File: src/rtl/if_id_queue.sv
// IF/ID instruction queue: DEPTH-entry FIFO between fetch and decode with registered decode outputs.
// Optional macro IF_ID_BYPASS_EN: empty-queue fetch goes straight to the decode registers (1-cycle latency).
module if_id_queue #(
   parameter int ADDR_W = 32,
   parameter int INST_W = 32,
   parameter int DEPTH  = 4,
   localparam int CNT_W = $clog2(DEPTH) + 1
) (
   input  logic              clk,
   input  logic              rst,
   input  logic [5:0]        stall,
   input  logic              flush,
   input  logic              if_valid,
   input  logic [ADDR_W-1:0] if_pc,
   input  logic [INST_W-1:0] if_inst,
   output logic              if_ready,
   output logic              stallreq_if,
   output logic [ADDR_W-1:0] id_pc,
   output logic [INST_W-1:0] id_inst,
   output logic              id_valid,
   output logic [CNT_W-1:0]  count,
   output logic              empty,
   output logic              full
);

   localparam int PTR_W = $clog2(DEPTH);

   logic [ADDR_W-1:0] mem_pc   [DEPTH];
   logic [INST_W-1:0] mem_inst [DEPTH];
   logic [PTR_W-1:0]  wr_ptr;
   logic [PTR_W-1:0]  rd_ptr;
   logic              push;
   logic              pop;
   logic              bypass;
   logic              decode_run;

   // Status derives only from the registered occupancy count.
   assign full        = (count == CNT_W'(DEPTH));
   assign empty       = (count == {CNT_W{1'b0}});
   assign if_ready    = ~full;
   assign stallreq_if = full;
   assign decode_run  = ~stall[2];

   // Transfer qualifiers; bypass and pop are mutually exclusive (empty vs not empty).
   always_comb begin
      bypass = 1'b0;
`ifdef IF_ID_BYPASS_EN
      if (empty && if_valid && decode_run && !flush) begin
         bypass = 1'b1;
      end else begin
         bypass = 1'b0;
      end
`else
      bypass = 1'b0;
`endif
      push = if_valid & ~full & ~flush & ~bypass;
      pop  = decode_run & ~empty & ~flush;
   end

   // Queue storage, deliberately not reset.
   always_ff @(posedge clk) begin
      if (push) begin
         mem_pc[wr_ptr]   <= if_pc;
         mem_inst[wr_ptr] <= if_inst;
      end
   end

   // Pointers and occupancy; power-of-two depth makes the pointer wrap natural.
   always_ff @(posedge clk or posedge rst) begin
      if (rst) begin
         wr_ptr <= {PTR_W{1'b0}};
         rd_ptr <= {PTR_W{1'b0}};
         count  <= {CNT_W{1'b0}};
      end else if (flush) begin
         wr_ptr <= {PTR_W{1'b0}};
         rd_ptr <= {PTR_W{1'b0}};
         count  <= {CNT_W{1'b0}};
      end else begin
         if (push) begin
            wr_ptr <= wr_ptr + PTR_W'(1);
         end
         if (pop) begin
            rd_ptr <= rd_ptr + PTR_W'(1);
         end
         case ({push, pop})
            2'b10:   count <= count + CNT_W'(1);
            2'b01:   count <= count - CNT_W'(1);
            default: count <= count;
         endcase
      end
   end

   // Decode-side registers: flush clears, a stalled decode holds, a running decode takes head, bypass or bubble.
   always_ff @(posedge clk or posedge rst) begin
      if (rst) begin
         id_pc    <= {ADDR_W{1'b0}};
         id_inst  <= {INST_W{1'b0}};
         id_valid <= 1'b0;
      end else if (flush) begin
         id_pc    <= {ADDR_W{1'b0}};
         id_inst  <= {INST_W{1'b0}};
         id_valid <= 1'b0;
      end else if (decode_run) begin
         if (pop) begin
            id_pc    <= mem_pc[rd_ptr];
            id_inst  <= mem_inst[rd_ptr];
            id_valid <= 1'b1;
         end else if (bypass) begin
            id_pc    <= if_pc;
            id_inst  <= if_inst;
            id_valid <= 1'b1;
         end else begin
            id_pc    <= {ADDR_W{1'b0}};
            id_inst  <= {INST_W{1'b0}};
            id_valid <= 1'b0;
         end
      end else begin
         id_pc    <= id_pc;
         id_inst  <= id_inst;
         id_valid <= id_valid;
      end
   end

endmodule

File: config.mk
export PLATFORM = sky130hd
export DESIGN_NAME = if_id_queue
export DESIGN_NICKNAME = d
export VERILOG_FILES = /design/src/rtl/if_id_queue.sv
export SDC_FILE = /design/constraint.sdc
export NUM_CORES = 1
export LEC_CHECK = 0
export CORE_ASPECT_RATIO = 1.1
export CORE_MARGIN = 1.5
export CORE_UTILIZATION = 40
export DETAILED_ROUTE_END_ITERATION = 8
export PLACE_DENSITY = 0.58
export SETUP_SLACK_MARGIN = 0.02
export SLEW_MARGIN = 20
export SYNTH_ARGS = -nofsm -noshare
export SYNTH_HDL_FRONTEND = slang
export SYNTH_SLANG_ARGS = --single-unit
export TNS_END_PERCENT = 20
File: constraint.sdc
create_clock -name clk -period 5.65 [get_ports clk]
set_input_delay 1.13 -clock clk [delete_from_list [all_inputs] [get_ports clk]]
set_output_delay 1.13 -clock clk [all_outputs]
set_load 0.05 [all_outputs]
== Yosys cells after proc, flatten, opt, wreduce, memory -nomap -nowiden ==
Memory sizes are Yosys's and may differ from the RTL's.
Cells that the tools add are included.
Word-level totals
  bits in registers: 72
  RAM bits: 256
  input port bits: 74
  output and inout port bits: 72
  word-level logic and storage cells: 45
  memories kept: 2
Operators by class
  add/subtract/negate cells: 4
  equal/unequal tests: 4
  mux-type cells: 17
  bitwise logic cells: 8
  reductions and logical operators: 4
Memories
  mem_inst: words 4, bits a word 32, rd ports 1, clocked after memory_dff 0, wr ports 1, RTL line 29  | logic [INST_W-1:0] mem_inst [DEPTH];
  mem_pc: words 4, bits a word 32, rd ports 1, clocked after memory_dff 0, wr ports 1, RTL line 28  | logic [ADDR_W-1:0] mem_pc [DEPTH];
Operators by type and width (number)
  $mux W32: 6
  $mux W2: 4
  $pmux W3 S2: 1
  $mux W1: 5
  $add A2 B1 Y2 const B: 2
  $and A1 B1 Y1: 4
  $not A1 Y1: 4
  $reduce_bool A2 Y1: 2
  $add A3 B1 Y3 const B: 1
  $eq A3 B3 Y1 const B: 1
  $logic_not A3 Y1: 1
  $mux W3: 1
  $reduce_bool A3 Y1: 1
  $sub A3 B1 Y3 const B: 1
  $eq A2 B1 Y1 const B: 1
  $eq A2 B2 Y1 const B: 1
  $ne A2 B1 Y1 const B: 1

== Longest topological paths before layout ==
Gate-level depths: netlist of run 1.
  depth after elaboration: 7
  mapped depth: 10
  depth with buffers taken out: 7

== Worst setup path before layout of run 1 ==
OpenSTA, ideal clock, no wires.
  path kind: register to register
  start: register count[1]
  end: memory mem_inst[0][0] (enable)
  setup time: 0.429 ns
  arrival time: 3.684 ns
  required time: 5.221 ns
  setup slack: 1.537 ns
  cell stages (with the launch flop): 6
  path buffers: 1
  period minus slack after synthesis: 4.113 ns
  path through: dfrtp_1 -> buf_2 -> or3b_1 -> inv_1 -> nor3b_1 -> and2_1
On the way
  longest elaborated chain between the ends: 6
RTL lines
  start: declaration: RTL line 21  | output logic [CNT_W-1:0] count,
  start signal: assignment: RTL line 73  | count <= {CNT_W{1'b0}};
  start signal: assignment: RTL line 77  | count <= {CNT_W{1'b0}};
  start signal: assignment: RTL line 86  | 2'b10: count <= count + CNT_W'(1);
  $eq A3 B3 Y1: RTL line 38  | assign full = (count == CNT_W'(DEPTH));
  $not A1 Y1
  via if_ready: RTL line 16  | output logic if_ready,
  $and A1 B1 Y1 (2 in series): RTL line 56  | push = if_valid & ~full & ~flush & ~bypass;
  $mux W1: RTL line 62  | if (push) begin
  $mux W1 (implied by the code): RTL line 64  | mem_inst[wr_ptr] <= if_inst;
  end: declaration: RTL line 29
The timed path passes the listed nets, and every way through them passes these cells.

== Worst setup path in the final report of run 1 ==
  start: register count[1]
  end: output full
On the way
  longest elaborated chain between the ends: 1
RTL lines
  $eq A3 B3 Y1: RTL line 38
  end: declaration: RTL line 23  | output logic full
Every way passes these cells.

==> run_results.csv, run 1 <==
group,metric,value,unit
worst_setup_path,crit_type,"flop to primary output",
cts,clk_pin_slew,0.06,ns
min_path,min_path_cells,1,
yosys,synth_top_family_by_area,"multiplexers",
cts,clock_sinks,328,
floorplan,start_util,40.8,%
outcome,status,"finished clean",
power_and_ir_drop,comb_power_share,19.8,%
cts,cts_hold_buf,0,
power_and_ir_drop,power.share.clock,33.3,%
placement,dp_hpwl,12900,um
timing,rsz0062_at_grt,"false",
timing,fin_skew,0.0160,ns
yosys,synth-seq-area-share,78.4,%
yosys,synth_cell_type_count,39,
power_and_ir_drop,vdd_drop_max,295,uV
worst_setup_path,path_delay_family,"buffers and inverters",
power_and_ir_drop,swShare,27.8,%
min_path,hold_path_class,"flop to flop",
worst_setup_path,max_stage_delay,0.81,ns
yosys,synthAdderAreaFrac,0.579,%
timing,fmax,277,MHz
floorplan,rows,66,
floorplan,core_area,0.0296,mm2
placement,dp.cells,1033,
timing,timing.final.crit_period,3.61,ns
yosys,netlist_instances,547,
detailed_routing,via_per_inst,5.35,
yosys,synth-seq-cells,328,
timing,relSlewSlack,26.9,%
yosys,ys_warn_count,0,
yosys,syn_area,0.0121,mm2
finish,drive_gt1_share,17.8,%
timing,finalSetupViolCount,0,
cts,cts_setup_buffers,0,
worst_setup_path,crit_chain,"or3b_1 -> inv_1 -> clkdlybuf4s50_1",
min_path,min_to,"id_pc[0]$_DFFE_PP0P_",
detailed_routing,routedWlPerCell,22.4,um
yosys,synth_edf_count,256,
yosys,synth-async-reset-ratio,22.0,%
finish,stdcell_count,1099,
worst_setup_path,timing.critical_path.buf_inv,2,
cts,cts_tree,"done",
grt,grt_pass1_wl,38000,um
worst_setup_path,crit_path_start,"count[1]$_DFFE_PP0P_",
cts,cts-resized-gates,0,
detailed_routing,drt_iter0_drc,399,
worst_setup_path,r2r-start,"count[1]$_DFFE_PP0P_",
flow_run,cap_viol_max_count,0,
worst_setup_path,required,4.52,ns
power_and_ir_drop,power.leakage,5.11,nW
detailed_routing,drt_pass1_iterations,4,
power_and_ir_drop,sequentialPowerShare,46.9,%
placement,place.gp.congestion,0.715,
worst_setup_path,crit_path_start_kind,"flop",
detailed_routing,drc,0,
yosys,postSynthAreaPerCell,22.1,um2
detailed_routing,totalWireLength,24600,um
yosys,syn-num-nets,626,
finish,nNetsFinal,777,
floorplan,die_y,185,um
power_and_ir_drop,p_per_area,426,mW/mm2
power_and_ir_drop,internal-power,0.00460,W
power_and_ir_drop,power.switching,0.00177,W
detailed_routing,dr_total_vias,5884,
worst_setup_path,reg2reg_slack,2.84,ns
floorplan,die-area,0.0313,mm2
finish,final_common_cell,"edfxtp_1",
worst_setup_path,rr_endpoint,"mem_inst[1][14]$_DFFE_PP_",
finish,mostFrequentLayoutCells,"256 x edfxtp_1, 140 x clkdlybuf4s50_1, 70 x dfrtp_1",
yosys,ys.flop_type,"edfxtp_1",
worst_setup_path,critPathMaxFanout,11,
timing,finalCritPeriodShare,63.9,%
floorplan,die_w,169,um
yosys,synth_compound_area_share,5.46,%
grt,grt_pass1_vias,6354,
timing,final_hold_viol_count,0,
worst_setup_path,rr_worst_depth,5,
power_and_ir_drop,p_total,0.00636,W
detailed_routing,postRouteAntennaNets,0,
cts,clockBufferDepth,3,
grt,track_usage,16.3,%
floorplan,boundaryPins,146,
grt,grt.overflow.total,0,
timing,fin_setup_tns,0,ns
grt,grt_max_degree,73,
yosys,yosys.area_share.simple,1.51,%
finish,area_growth,23.5,%
worst_setup_path,crit_path_end_kind,"primary output",
cts,root_buffer,"clkbuf_16",
timing,max_slew.worst_pin.slew,1.10,ns
cts,cts_max_level,2,
worst_setup_path,critPathSlowestCell,"clkdlybuf4s50_1",
yosys,synth-xor-area-share,0.145,%
worst_setup_path,worstPathArrival,2.48,ns
grt,antenna_found_initial,1,
min_path,hold_start,"id_pc[0]$_DFFE_PP0P_",
placement,portBuffers,140,
timing,finalMaxSlewViolations,0,
cts,clk_latency,0.50,ns
yosys,synth_mux_area_share,11.9,%
cts,cts_inserted_buffers,35,
[registers in the layout (all words and copies together), names as in the netlist]
signal	cells
count	3
id_inst	32
id_pc	32
id_valid	1
mem_inst	128
mem_pc	128
rd_ptr	2
wr_ptr	2
[worst max-delay path by stage]
stage	to	cells past startpoint	slack, ns
2_1_floorplan	mem_inst[0][0]$_DFFE_PP_	5	1.54
3_3_place_gp	mem_inst[1][17]$_DFFE_PP_	4	1.91
3_5_place_dp	mem_inst[1][17]$_DFFE_PP_	4	1.80
4_1_cts	full	3	2.04
5_1_grt	stallreq_if	3	1.96
6_report	full	3	2.04
[routing by layer]
layer | up-vias | global-route usage, % | wire length (um)
met5 | - | 0 | 0
met4 | 0 | 5.14 | 610
met3 | 43 | 3.17 | 1220
met2 | 177 | 27.2 | 12200
met1 | 3086 | 21.7 | 10600
li1 | 2578 | - | -
[per-stage QoR]
stage	area [um2]	util, %	hold slack (ns)	setup slack (ns)
after floorplan	12100	-	0.543	1.54
after global placement	13800	46.6	0.461	1.91
after detailed placement	13800	46.6	0.487	1.80
after CTS	14900	50.2	0.502	2.04
after global routing	14900	50.4	0.511	1.96
final	14900	50.4	0.494	2.04
[cell usage after synthesis, types with 2 or more instances]
| master | number | share of area (%) |
|---|---|---|
| a31oi_1 | 2 | 0.10 |
| a22o_1 | 64 | 4.6 |
| edfxtp_1 | 256 | 64 |
| a21oi_1 | 3 | 0.12 |
| mux4_2 | 64 | 12 |
| and2_1 | 6 | 0.31 |
| o21ai_0 | 2 | 0.083 |
| or3_1 | 2 | 0.10 |
| ha_1 | 4 | 0.41 |
| xnor2_1 | 2 | 0.14 |
| nand3_1 | 2 | 0.083 |
| clkbuf_1 | 10 | 0.31 |
| nor3b_1 | 2 | 0.12 |
| buf_2 | 17 | 0.70 |
| inv_1 | 5 | 0.16 |
| buf_12 | 4 | 0.66 |
| nor2_1 | 5 | 0.16 |
| nand2_1 | 5 | 0.16 |
| dfrtp_1 | 72 | 15 |
[power by group through the flow]
stage | Sequential [W] | Combinational (W) | Clock [W]
finish | 0.00299 | 0.00126 | 0.00212
global route | 0.00302 | 0.00133 | 0.00228
CTS | 0.00300 | 0.00127 | 0.00217
detailed placement | 0.00304 | 0.00127 | 0
global placement | 0.00303 | 0.00125 | 0
floorplan | 0.00325 | 0.000666 | 0
[kinds of logic after synthesis]
group / count (synthesis)
AOI/OAI and AO/OA: 79
xor gates and xnor gates: 2
adders and majority gates: 5
muxes: 64
buffers and inverters: 39
and+or+nand+nor: 30
DFF: 328
[area by class of cell]
class	count	area (um2)
Fill cell	2340	14700
Sequential cell	328	9500
Multi-Input combinational cell	180	2400
Timing Repair Buffer	148	1490
Clock buffer	52	980
Tap cell	374	468
Clock inverter	10	81.3
Inverter	5	23.8
Antenna cell	2	5.00
No activity file was read; power rests on OpenSTA's default activity.
==> run 2, diff against run 1 <==
--- a/config.mk
+++ b/config.mk
@@ -9,7 +9,7 @@
 export CORE_MARGIN = 1.5
 export CORE_UTILIZATION = 40
 export DETAILED_ROUTE_END_ITERATION = 8
-export PLACE_DENSITY = 0.58
+export PLACE_DENSITY = 0.61
 export SETUP_SLACK_MARGIN = 0.02
 export SLEW_MARGIN = 20
 export SYNTH_ARGS = -nofsm -noshare
==> constraint.sdc (replaced) <==
create_clock -name clk -period 3.15 [get_ports clk]
set_input_delay 0.63 -clock clk [delete_from_list [all_inputs] [get_ports clk]]
set_output_delay 0.63 -clock clk [all_outputs]
set_load 0.05 [all_outputs]
==> run 2 against run 1 <==
Sequential power up 78%. Utilization rose by 0.55 points. Sequential share of layout area shrank 0.69 points. Via count is 1.9% higher. Largest cell class unchanged. Largest power group unchanged.
==> run_results.csv, run 2 (same netlist as run 1, synthesis figures left out) <==
group,metric,value,unit
outcome,status,"finished clean",
detailed_routing,drc,0,
timing,fmax,346,MHz
flow_run,cap_viol_max_count,0,
detailed_routing,via_per_inst,5.40,
grt,grt.overflow.total,0,
floorplan,die_y,185,um
placement,portBuffers,140,
cts,clk_pin_slew,0.06,ns
finish,final_cell_area,0.0151,mm2
cts,clock_sinks,328,
timing,finalMaxSlewViolations,0,
cts,cts_inserted_buffers,34,
power_and_ir_drop,p_per_area,748,mW/mm2
detailed_routing,drt_pass1_iterations,4,
cts,root_buffer,"clkbuf_16",
timing,fin_skew,0.0188,ns
placement,place_area,0.0141,mm2
power_and_ir_drop,sequentialPowerShare,47.0,%
detailed_routing,routedWlPerCell,22.4,um
timing,final_hold_viol_count,0,
power_and_ir_drop,swShare,27.8,%
power_and_ir_drop,comb_power_share,20.9,%
grt,grt_pass1_vias,6503,
power_and_ir_drop,internal-power,0.00816,W
worst_setup_path,worstPathArrival,2.26,ns
floorplan,start_util,40.8,%
grt,grt_max_degree,67,
finish,stdcell_count,1111,
timing,max_slew.worst_pin.slew,0.926,ns
grt,antenna_found_initial,3,
placement,dp.cells,1048,
floorplan,core_area,0.0296,mm2
detailed_routing,dr_total_vias,5995,
placement,dp_hpwl,14100,um
worst_setup_path,critPathMaxFanout,11,
floorplan,rows,66,
worst_setup_path,crit_path_end_kind,"primary output",
timing,relSlewSlack,38.2,%
finish,area_growth,24.8,%
cts,cts_tree,"done",
finish,final_common_cell,"edfxtp_1",
timing,finalCritPeriodShare,91.8,%
cts,cts_hold_buf,0,
cts,clk_latency,0.50,ns
finish,drive_gt1_share,18.8,%
floorplan,die-area,0.0313,mm2
finish,top_regs,"mem_inst x128, mem_pc x128",
grt,track_usage,16.5,%
floorplan,boundaryPins,146,
finish,fillers,2346,
detailed_routing,postRouteAntennaNets,0,
cts,clockBufferDepth,3,
power_and_ir_drop,power.share.clock,32.1,%
grt,grt_pass1_wl,38200,um
timing,rsz0062_at_grt,"false",
worst_setup_path,required,2.52,ns
finish,mostFrequentLayoutCells,"256 x edfxtp_1, 138 x clkdlybuf4s50_1, 70 x dfrtp_1",
floorplan,die_w,169,um
placement,place.gp.congestion,0.803,
detailed_routing,totalWireLength,24900,um
power_and_ir_drop,vdd_drop_max,313,uV
worst_setup_path,crit_type,"flop to primary output",
finish,nNetsFinal,789,
cts,cts_max_level,2,
min_path,hold_path_class,"flop to flop",
power_and_ir_drop,power.leakage,5.22,nW
worst_setup_path,crit_path_start_kind,"flop",
power_and_ir_drop,power.switching,0.00314,W
timing,fin_setup_tns,0,ns
timing,timing.final.crit_period,2.89,ns
detailed_routing,drt_iter0_drc,375,
cts,cts_setup_buffers,0,
power_and_ir_drop,p_total,0.0113,W
timing,finalSetupViolCount,0,
-- run 2: changes by cell type in the layout (fill, tap and decap cells not counted), sizes merged --
cell           delta
diode             +1
inv               -1
clkinv            +6
buf              +13
clkinvlp          -2
clkbuf            -5
dlymetal6s2s      +2
clkdlybuf4s50     -2
-- run 2: per-stage QoR --
stage | setup WS [ns] | hold WS (ns) | utilization, %
floorplan | -0.272 | 0.543 | -
global placement | 0.348 | 0.461 | 47.5
detailed placement | 0.342 | 0.479 | 47.5
CTS | 0.0296 | 0.494 | 50.9
global route | 0.175 | 0.514 | 51.0
finish | 0.257 | 0.494 | 51.0
-- run 2: final timing paths --
| check | slack [ns] | cells past startpoint | end | start |
|---|---|---|---|---|
| setup reg to reg | 0.65 | 7 | count[1]$_DFFE_PP0P_ | count[1]$_DFFE_PP0P_ |
| min in group asynchronous | 0.70 | 2 | id_inst[8]$_DFFE_PP0P_ | rst |
| hold reg to reg | 0.49 | 1 | id_valid$_DFFE_PP0P_ | id_valid$_DFFE_PP0P_ |
| max in group asynchronous | 1.77 | 3 | id_inst[0]$_DFFE_PP0P_ | rst |
| setup / recovery | 0.26 | 2 | empty | count[1]$_DFFE_PP0P_ |
| hold / removal | 0.49 | 1 | id_valid$_DFFE_PP0P_ | id_valid$_DFFE_PP0P_ |
-- run 2: cell type report --
class	count	area, um2	area share [%]
flip-flops and latches	328	9500	62.9
well taps	374	468	3.10
inverters	5	21.3	0.141
multi-input cells	180	2400	15.9
diodes	3	7.51	0.0497
repair buffers	161	1710	11.3
clock inverters	13	95.1	0.629
clock buffers	47	910	6.02
-- run 2: repair_timing --
item	4_1_cts	5_1_grt
endpoints found under the setup margin	0	2
resized for setup	0	2
hold endpoints to repair	0	0
-- run 2: power by group through the flow --
stage	clock, W	combinational, W	sequential (W)
global route	0.00392	0.00249	0.00537
detailed placement	0	0.00239	0.00542
CTS	0.00373	0.00240	0.00533
floorplan	0	0.00120	0.00581
global placement	0	0.00235	0.00539
finish	0.00362	0.00237	0.00532
-- run 2: worst max-delay path, cell delays in order, from the launching register on --
cell and delay [ns]:
dfrtp_1 0.52, nor3_4 0.38, clkdlybuf4s50_1 0.87
-- run 2: routing by layer --
layer	share of wire, %	vias up	global-route usage, %
met5	0.032	-	0
met4	2.8	2	6.07
met3	6.0	50	3.38
met2	49	188	27.1
met1	43	3151	21.9
li1	-	2604	-
